## src/rtl/idex_stage.sv

```systemverilog
// ID/EX pipeline register with load-use hazard detection and a saturating
// count of the load-use bubbles it has inserted.
module idex_stage #(
    parameter int DATA_W = 32,
    parameter int CNT_W  = 16
) (
    input  logic              clk,
    input  logic              rst,
    input  logic              hold,
    input  logic              flush,
    input  logic              id_valid,
    input  logic [4:0]        id_rs,
    input  logic [4:0]        id_rt,
    input  logic [4:0]        id_rd,
    input  logic              id_uses_rt,
    input  logic [DATA_W-1:0] id_rs_data,
    input  logic [DATA_W-1:0] id_rt_data,
    input  logic [DATA_W-1:0] id_imm,
    input  logic              id_regwrite,
    input  logic              id_memread,
    input  logic              id_memwrite,
    input  logic              id_memtoreg,
    input  logic              id_alusrc,
    input  logic              id_regdst,
    input  logic [3:0]        id_aluop,
    output logic              stall,
    output logic              IDEX_Valid,
    output logic [4:0]        IDEX_Rs,
    output logic [4:0]        IDEX_Rt,
    output logic [4:0]        IDEX_Dst,
    output logic [DATA_W-1:0] IDEX_RsData,
    output logic [DATA_W-1:0] IDEX_RtData,
    output logic [DATA_W-1:0] IDEX_Imm,
    output logic              IDEX_RegWrite,
    output logic              IDEX_MemRead,
    output logic              IDEX_MemWrite,
    output logic              IDEX_MemToReg,
    output logic              IDEX_AluSrc,
    output logic [3:0]        IDEX_AluOp,
    output logic [CNT_W-1:0]  stall_cnt
);

    logic       hazard;
    logic       rs_match;
    logic       rt_match;
    logic [4:0] dst_sel;

    // A load in EX whose (non-zero) destination is read by the instruction in ID.
    always_comb begin
        rs_match = (IDEX_Rt == id_rs);
        rt_match = id_uses_rt && (IDEX_Rt == id_rt);
        hazard   = IDEX_Valid && IDEX_MemRead && (IDEX_Rt != 5'd0) && id_valid
                   && (rs_match || rt_match);
        stall    = hazard && !flush && !hold;
        dst_sel  = id_regdst ? id_rd : id_rt;
    end

    // Pipeline register: hold freezes, flush or hazard loads a bubble, else capture ID.
    always_ff @(posedge clk or posedge rst) begin
        if (rst) begin
            IDEX_Valid    <= 1'b0;
            IDEX_Rs       <= '0;
            IDEX_Rt       <= '0;
            IDEX_Dst      <= '0;
            IDEX_RsData   <= '0;
            IDEX_RtData   <= '0;
            IDEX_Imm      <= '0;
            IDEX_RegWrite <= 1'b0;
            IDEX_MemRead  <= 1'b0;
            IDEX_MemWrite <= 1'b0;
            IDEX_MemToReg <= 1'b0;
            IDEX_AluSrc   <= 1'b0;
            IDEX_AluOp    <= '0;
        end else if (!hold) begin
            if (flush || hazard) begin
                IDEX_Valid    <= 1'b0;
                IDEX_Rs       <= '0;
                IDEX_Rt       <= '0;
                IDEX_Dst      <= '0;
                IDEX_RsData   <= '0;
                IDEX_RtData   <= '0;
                IDEX_Imm      <= '0;
                IDEX_RegWrite <= 1'b0;
                IDEX_MemRead  <= 1'b0;
                IDEX_MemWrite <= 1'b0;
                IDEX_MemToReg <= 1'b0;
                IDEX_AluSrc   <= 1'b0;
                IDEX_AluOp    <= '0;
            end else begin
                IDEX_Valid    <= id_valid;
                IDEX_Rs       <= id_rs;
                IDEX_Rt       <= id_rt;
                IDEX_Dst      <= dst_sel;
                IDEX_RsData   <= id_rs_data;
                IDEX_RtData   <= id_rt_data;
                IDEX_Imm      <= id_imm;
                IDEX_RegWrite <= id_regwrite && id_valid;
                IDEX_MemRead  <= id_memread  && id_valid;
                IDEX_MemWrite <= id_memwrite && id_valid;
                IDEX_MemToReg <= id_memtoreg && id_valid;
                IDEX_AluSrc   <= id_alusrc   && id_valid;
                IDEX_AluOp    <= id_aluop;
            end
        end
    end

    // Count load-use bubbles only; a flush that coincides with a hazard is not a stall.
    always_ff @(posedge clk or posedge rst) begin
        if (rst) begin
            stall_cnt <= '0;
        end else if (!hold && !flush && hazard && (stall_cnt != {CNT_W{1'b1}})) begin
            stall_cnt <= stall_cnt + 1'b1;
        end
    end

endmodule
```

## config.mk

```make
export PLATFORM = sky130hd
export DESIGN_NAME = idex_stage
export DESIGN_NICKNAME = d
export VERILOG_FILES = /design/src/rtl/idex_stage.sv
export SDC_FILE = /design/constraint.sdc
export NUM_CORES = 1
export LEC_CHECK = 0
export BUFFER_PORTS_ARGS = -buffer_cell sky130_fd_sc_hd__buf_4
export CORE_MARGIN = 2
export CORE_UTILIZATION = 47
export CTS_BUF_LIST = sky130_fd_sc_hd__clkbuf_4 sky130_fd_sc_hd__clkbuf_8
export DETAILED_ROUTE_END_ITERATION = 10
export PLACE_DENSITY = 0.85
export SETUP_SLACK_MARGIN = 0.02
export SYNTH_ARGS = -nofsm -noshare
export SYNTH_HDL_FRONTEND = slang
export SYNTH_SLANG_ARGS = --single-unit
```

## constraint.sdc

```tcl
create_clock -name clk -period 5.3 [get_ports clk]
set_input_delay 1.06 -clock clk [delete_from_list [all_inputs] [get_ports clk]]
set_output_delay 1.06 -clock clk [all_outputs]
set_load 0.05 [all_outputs]
```

==> impl_results.md <==
- Inst Count DP: 758
- Fin Clk Skew: 11.2 ps
- Top Layer Used: met4
- WL final: 14600 um
- Leakage power: 4.00 nW
- Die X: 110 um
- CP startpoint kind: input pin
- Power Total: 0.00278 W
- Slowest stage cell, crit path: or2_2
- GRT Overall Usage: 0.237
- Worst Path Required: 4240 ps
- Mapped Cells: 379
- Critical R2R Capture: IDEX_RtData[0]
- Worst setup path class: input pin to output port
- Met1 wire length: 5670 um
- CTS H-Tree Depth: 4
- CTS clk-pin slew, worst paths: 70 ps
- Vias: 4300
- Dominant cell type by area after synthesis: dfrtp_1
- Root buffer cell: clkbuf_8
- Most common cell after layout, fill and taps aside: buf_4
- Sink Count: 137
- Share of the synthesized area in the top cell type: 0.652
- Final Max Tran Viols: 0
- Initial Util: 0.483
- Filler cells: 747
- Commonest non-fill, non-tap cells in the layout: 267 x buf_4, 137 x dfrtp_1, 116 x a22o_1
- WL/cell: 18.5 um
- CP Capture Type: output port
- Proportion of layout cells with a drive suffix above 1: 0.478
- Post-cts resize count: 0
- Synthesized cell area: 0.00526 mm2
- Critical path's most frequent cell: buf_4
- Crit-path cells: buf_4 -> or2_2 -> nor2_1 -> and2_1 -> buf_4
- Yosys cell types: 24
- R2R setup slack: 2350 ps
- I/O Buffers: 264
- Start of the worst register-to-register path: IDEX_Rt[3]
- Multi-input logic area: 0.00167 mm2
- Initial antenna violation count: 0
- Slew @ Worst Pin: 961 ps
- Inserted Diodes: 0
- Final hold vios: 0
- Register bit total from synthesis: 137
- Met2 wire length: 7340 um
- Setup Fix Bufs, Post-CTS: 0
- TritonCTS Buffers: 17
- Hold Path Class: flip-flop to flip-flop
- Worst Path Max Fanout: 57
- IO Pins: 265
- # setup viols final: 0
- Fmax: 297 MHz
- Worst EP arrival: 2310 ps
- Max-cap viol count: 0
- VDD IR max: 188 uV
- Die height: 110 um
- Top post-synthesis cells by area: dfrtp_1 65%, a22o_1 19%, xnor2_1 4.2%
- Drt drc: 0
- Register area: 0.00343 mm2
- DRT iter0 DRCs: 272
- Slew HR: 0.359
- CTS tree: built
- Origin of the worst setup path: hold
- Total die area: 0.0121 mm2
- Final period util: 0.636
- First-pass iteration count of the detailed router: 4
- Register-to-Register Path Depth: 6
- Antenna viol nets, final: 0
- Fin cells: 789
- Worst hold path endpoint: IDEX_MemToReg
- Hold_sp: IDEX_MemToReg
- Placer congestion estimate: 0.804
- WL met3: 1230 um
- Synth-to-Final Area Change: 48.3%
- Nets@finish: 765
- Avg Cell Area, Syn: 13.9 um2
- Detailed Place HPWL: 10400 um
- First-pass GRT wire length: 21300 um
- Pwr dens: 356 mW/mm2
- Via density: 5.45
- Setup TNS: 0 ps
- Core Area: 0.0109 mm2
- Largest net degree at the start of global routing: 110
- Yosys warns: 0
- Hold Path Stages: 1
- RSZ-0062 raised after global routing: no
- Hold_buf cts: 0
- Slowest Stage Delay on Critical Path: 440 ps
- Fin crit period: 3370 ps
- Clock buffer depth: 2
- Grt ovf: 0
- Run status: complete, no violations
- Sequential area share after synthesis: 0.652
- Syn Nets: 507
- Worst-Skew Late Latency: 420 ps
- Vias in the first global route: 4197
- Row count: 38
[cell type report]
class / instances / area share
tap: 140 / 0.0224
clock inverter: 9 / 0.0237
inverter: 5 / 0.00305
timing repair buffer: 268 / 0.259
multi-input combinational: 208 / 0.214
sequential: 137 / 0.439
clock buffer: 22 / 0.0380
[sequential cells by signal, summed over array words and instances (netlist names)]
register	flops
IDEX_Dst	5
IDEX_MemRead	1
IDEX_AluOp	4
IDEX_Rt	5
IDEX_AluSrc	1
IDEX_RegWrite	1
IDEX_Imm	32
stall_cnt	16
IDEX_MemWrite	1
IDEX_Valid	1
IDEX_RtData	32
IDEX_MemToReg	1
IDEX_Rs	5
IDEX_RsData	32
[cell usage after synthesis]
master / n
inv_1: 4
nor3_1: 4
xnor2_1: 25
inv_2: 1
a32o_1: 5
a22o_1: 116
buf_4: 10
nand4_1: 8
nand2_1: 3
o2111ai_2: 1
dfrtp_1: 137
and2_1: 1
o22ai_1: 1
a21oi_2: 1
clkbuf_1: 16
nor2_1: 9
or4_1: 1
buf_2: 3
mux2_2: 6
ha_1: 1
and3_1: 3
or2_2: 1
nand3_1: 18
nor4_1: 4
[worst max-delay path by stage]
stage | slack, ps | cells after the start | to
floorplan | 570 | 1 | IDEX_AluOp[0]
finish | 1930 | 5 | stall
global placement | 1980 | 5 | stall
CTS | 1920 | 5 | stall
detailed placement | 1930 | 5 | stall
global route | 1850 | 5 | stall
[worst max-delay path, delay by kind of cell]
| kind | cells | cell delay [ps] |
|---|---|---|
| and+or+nand+nor | 3 | 750 |
| buffers and inverters | 2 | 500 |
[logic make-up after synthesis]
| family | count (synthesis) | synth area share |
|---|---|---|
| compound gates | 124 | 0.208 |
| xor+xnor | 25 | 0.0416 |
| fa+ha+maj | 1 | 0.00238 |
| buf+inv | 34 | 0.0321 |
| flops | 137 | 0.652 |
| mux | 6 | 0.0128 |
| simple gates | 52 | 0.0511 |
[routing by layer]
layer | GRT usage | up-vias
li1 | - | 1948
met1 | 0.277 | 2089
met2 | 0.399 | 231
met3 | 0.0723 | 32
met4 | 0.108 | 0
met5 | 0 | -
[power breakdown]
group          total (W)  leakage [nW]  switching, W  internal [W]
combinational   0.000603          1.96      0.000386      0.000217
sequential       0.00116          1.80     0.0000491       0.00112
clock            0.00101         0.244      0.000388      0.000619
total            0.00278          4.00      0.000823       0.00195
[per-stage QoR]
stage | worst slack (ps) | instance area [um2] | hold slack, ps | utilization
finish | 1930 | 7800 | 499 | 0.717
global route | 1850 | 7800 | 514 | 0.717
CTS | 1920 | 7800 | 504 | 0.717
detailed placement | 1930 | 7320 | 488 | 0.673
global placement | 1980 | 7320 | 478 | 0.673
floorplan | 572 | 5260 | 801 | -
(Power assumes the default switching activity.)
